### config.mk
export PLATFORM = sky130hd
export DESIGN_NAME = barrel
export DESIGN_NICKNAME = d
export VERILOG_FILES = /design/src/rtl/barrel_pkg.sv /design/src/rtl/barrel_stage.sv /design/src/rtl/barrel.sv
export SDC_FILE = /design/constraint.sdc
export NUM_CORES = 1
export LEC_CHECK = 0
export BUFFER_PORTS_ARGS = -buffer_cell sky130_fd_sc_hd__buf_2
export CAP_MARGIN = 20
export CORE_MARGIN = 4
export CORE_UTILIZATION = 43
export CTS_CLUSTER_DIAMETER = 30
export DETAILED_ROUTE_END_ITERATION = 7
export GPL_ROUTABILITY_DRIVEN = 0
export PLACE_DENSITY = 0.58
export SYNTH_ARGS = -nofsm -noshare
export SYNTH_HDL_FRONTEND = slang
export SYNTH_HIERARCHICAL = 1
export SYNTH_SLANG_ARGS = --single-unit
### constraint.sdc
create_clock -name clk -period 3 [get_ports clk]
set_input_delay 0.75 -clock clk [delete_from_list [all_inputs] [get_ports clk]]
set_output_delay 0.75 -clock clk [all_outputs]
set_load 0.02 [all_outputs]
### src/rtl/barrel_pkg.sv
// Shared helpers for the barrel shifter: ceil-log2 and a legality check
// on the shift-port width against the largest honoured shift.
package barrel_pkg;

   // Ceil(log2(v)); clog2(1) = 0.
   function automatic int clog2(input int v);
      int r;
      r = 0;
      while ((1 << r) < v) r++;
      return r;
   endfunction

   // The shift port must be able to encode SHIFT_MAX, and SHIFT_MAX must be
   // a real right shift that still leaves at least one input bit in view.
   function automatic bit params_ok(input int width, input int shift_width,
                                    input int shift_max);
      return (width >= 2) && (shift_max >= 0) && (shift_max <= width - 1) &&
             (shift_width >= 1) && (shift_width >= clog2(shift_max + 1));
   endfunction

endpackage

### src/rtl/barrel_stage.sv
// One level of the log-depth shift network: moves the 2*WIDTH funnel word
// right by a fixed power-of-two AMOUNT when sel is set.
module barrel_stage #(
   parameter int WIDTH  = 32,
   parameter int AMOUNT = 1
) (
   input  logic                 sel,
   input  logic [2*WIDTH-1:0]   din,
   output logic [2*WIDTH-1:0]   dout
);

   // Vacated top bits fill with zero; the total shift never exceeds
   // WIDTH-1, so they never reach the low half that forms the result.
   always_comb begin
      dout = din;
      if (sel) dout = din >> AMOUNT;
   end

endmodule

### src/rtl/barrel.sv
// Right barrel shifter: funnel shift of {ex,in} or arithmetic shift of in,
// by a clamped run-time amount. Optional input register, registered output.
module barrel
   import barrel_pkg::*;
#(
   parameter int WIDTH       = 32,
   parameter int SHIFT_WIDTH = 5,
   parameter int SHIFT_MAX   = 30,
   parameter int IS_REG_IN   = 1
) (
   input  logic                   clk,
   input  logic                   rst_n,
   input  logic                   enable,
   input  logic                   is_signed,
   input  logic [SHIFT_WIDTH-1:0] shift,
   input  logic [WIDTH-1:0]       in,
   input  logic [WIDTH-1:0]       ex,
   output logic [WIDTH-1:0]       out
);

   localparam logic [SHIFT_WIDTH-1:0] SMAX = SHIFT_WIDTH'(SHIFT_MAX);

   if (!params_ok(WIDTH, SHIFT_WIDTH, SHIFT_MAX)) begin : g_param_err
      $error("barrel: illegal WIDTH/SHIFT_WIDTH/SHIFT_MAX combination");
   end

   // Operands as seen by the network; all four always come from one sample.
   logic [WIDTH-1:0]       in_q;
   logic [WIDTH-1:0]       ex_q;
   logic [SHIFT_WIDTH-1:0] shift_q;
   logic                   signed_q;

   if (IS_REG_IN != 0) begin : g_reg_in
      // Input stage: capture every operand together so a result never mixes
      // fields from different cycles.
      always_ff @(posedge clk or negedge rst_n) begin
         if (!rst_n) begin
            in_q     <= '0;
            ex_q     <= '0;
            shift_q  <= '0;
            signed_q <= 1'b0;
         end else if (enable) begin
            in_q     <= in;
            ex_q     <= ex;
            shift_q  <= shift;
            signed_q <= is_signed;
         end
      end
   end else begin : g_no_reg_in
      assign in_q     = in;
      assign ex_q     = ex;
      assign shift_q  = shift;
      assign signed_q = is_signed;
   end

   // Clamp and funnel construction.
   logic [SHIFT_WIDTH-1:0]                  s;
   logic [WIDTH-1:0]                        fill_hi;
   logic [SHIFT_WIDTH:0][2*WIDTH-1:0]       fun;

   // Requests past SHIFT_MAX saturate; the signed path replaces ex with the
   // sign so an undriven ex cannot leak into the result.
   always_comb begin
      s       = (shift_q > SMAX) ? SMAX : shift_q;
      fill_hi = signed_q ? {WIDTH{in_q[WIDTH-1]}} : ex_q;
   end

   assign fun[0] = {fill_hi, in_q};

   for (genvar k = 0; k < SHIFT_WIDTH; k++) begin : g_stage
      barrel_stage #(
         .WIDTH  (WIDTH),
         .AMOUNT (1 << k)
      ) u_stage (
         .sel  (s[k]),
         .din  (fun[k]),
         .dout (fun[k+1])
      );
   end

   // Upper funnel half after the last stage is scratch only.
   logic [WIDTH-1:0] unused_hi;
   assign unused_hi = fun[SHIFT_WIDTH][2*WIDTH-1:WIDTH];

   // Output register: low half of the shifted funnel, held while disabled.
   always_ff @(posedge clk or negedge rst_n) begin
      if (!rst_n)      out <= '0;
      else if (enable) out <= fun[SHIFT_WIDTH][WIDTH-1:0];
   end

endmodule

==> flow_metrics.tcl <==
set metrics [dict create \
    grt_antenna_before_repair 0 \
    dieHeight_um 148 \
    grt_pass1_wl_um 26600 \
    dp_hpwl_um 12700 \
    p_leak_nw 4.48 \
    path_cells "a41oi_4 -> buf_12 -> buf_12 -> mux2_2 -> mux2_2 -> mux2_2 -> mux2_2 -> mux2_2 -> mux2_2" \
    fin_skew_ps 9.87 \
    cp_slowest_cell "dfrtp_4" \
    relSlewSlack_pct 35.0 \
    ir_worst_vdd_uv 308 \
    cts.clk_slew.worst_paths_ps 70 \
    initial_core_util_pct 44.3 \
    status "complete, no violations" \
    cts_sinks 101 \
    timing.rr.start "shift_q[1]" \
    slew_viol_final 0 \
    row_count 50 \
    syn-cell-area_mm2 0.00839 \
    cp-start-kind "flop" \
    cp_max_fo 15 \
    p_per_area_mw_per_mm2 649 \
    avgViaCountPerCell 4.96 \
    wire_per_inst_um 17.4 \
    clock_path_buffers 2 \
    cp_common_cell "mux2_2" \
    drt_iter0_markers 188 \
    clock_latency_ps 360 \
    finalCritPeriodShare_pct 95.8 \
    hold_violations 0 \
    drc 0 \
    htree_num_levels 3 \
    dp.cells 932 \
    worst_pin_slew_ps 976 \
    r2r_end "out[0]" \
    firstDrtPassIters 4 \
    syn_nets 686 \
    fill_cells 1726 \
    period_minus_slack_ps 2870 \
    path_class "flop to flop" \
    grt_usage_pct 15.1 \
    finalSetupViolations 0 \
    max_cap_viol_count 0 \
    synth_warnings 6 \
    register_area_mm2 0.00253 \
    n_antenna_cell 0 \
    cts_tree "built" \
    numCtsBuffers 9 \
    routed_wl_um 16600 \
    grt-ovfl-total 0 \
    vias 4715 \
    nets 759 \
    finalSetupTns_ps 0 \
    final_cells 951 \
    max_stage_delay_ps 500 \
    multi_input_area_mm2 0.00505 \
    endpoint_kind "flop" \
    core-area_mm2 0.0190 \
    r2r_cells 9 \
    die_w_um 148 \
    ioPinCount 105 \
    grt_max_degree 134 \
    syn_area_per_cell_um2 13.7 \
    ctsResizeCount 0 \
    clockRootBuffer "clkbuf_16" \
    syn2layout_area_growth_pct 8.38 \
    die-area_mm2 0.0218 \
    crit_arrival_ps 3110 \
    min_path_type "input port to async pin" \
    drive_gt1_share_pct 67.4 \
    grt_pass1_vias 4977 \
    rsz0062_at_grt "false" \
    cp.required_ps 3240 \
    synthCells 613 \
    fmax_mhz 348 \
    r2r_slack_ps 130 \
    ant_nets 0 \
    port_buffers 103 \
]
-- timing repair --
action	in CTS	in global routing
hold buffers	0	0
endpoints found under the setup margin	0	26
setup buffers	0	1
-- power breakdown --
group / total (mW) / switching, mW / internal (mW) / leakage (nW)
Combinational: 2.85 / 1.19 / 1.67 / 3.12
Clock: 1.27 / 0.537 / 0.735 / 0.156
Sequential: 1.78 / 0.148 / 1.63 / 1.20
Total: 5.90 / 1.87 / 4.03 / 4.48
-- metal layers --
metal / routed length (um) / global-route usage (%)
met2: 7730 / 24.6
met3: 637 / 3.65
met1: 8030 / 20.6
met5: 0 / 0
met4: 160 / 3.22
-- final cells by class --
class,count,share of cell area (%)
flip-flops and latches,101,27.9
repair buffers,118,8.17
inverters,32,1.32
multi-input cells,424,55.5
clock inverters,7,1.09
well taps,260,3.58
clock buffers,9,2.48
-- worst max-delay path by stage --
stage,cells after the start,slack (ps),endpoint,start
2_1_floorplan,9,300,out[24],shift_q[2]
5_1_grt,9,70,out[0],shift_q[1]
3_5_place_dp,8,40,out[27],shift_q[1]
4_1_cts,8,20,out[0],shift_q[1]
6_report,9,130,out[0],shift_q[1]
3_3_place_gp,8,50,out[29],shift_q[1]
-- cells in the final DEF (no fill, tap or decap), drive strengths merged --
cell type	instances
dfrtp	101
mux2	327
nand2	33
inv	33
buf	116
a41oi	1
bufinv	2
clkbuf	11
o21ai	63
clkinv	3
clkinvlp	1
-- worst max-delay path: cells and delay by family (launching register included) --
kind            cells  cell delay (ps)
flops               1              500
compound gates      1              170
buf+inv             2              330
mux                 6             1760
-- sequential cells by signal, summed over array words and instances (netlist names) --
name / cells
in_q: 32
out: 32
ex_q: 31
shift_q: 5
signed_q: 1
-- stage by stage --
stage                     area [um^2]  hold slack, ps  utilization (%)  setup slack, ps  total power [mW]
after CTS                        9020             406             47.6             22.4              5.95
after detailed placement         8700             491             45.9             42.5              4.66
after floorplan                  8390             454                -              300              4.13
after global routing             9090             434             48.0             70.4              6.24
after global placement           8700             486             45.9             54.2              4.61
final                            9090             385             48.0              126              5.90
(Power assumes the default switching activity.)
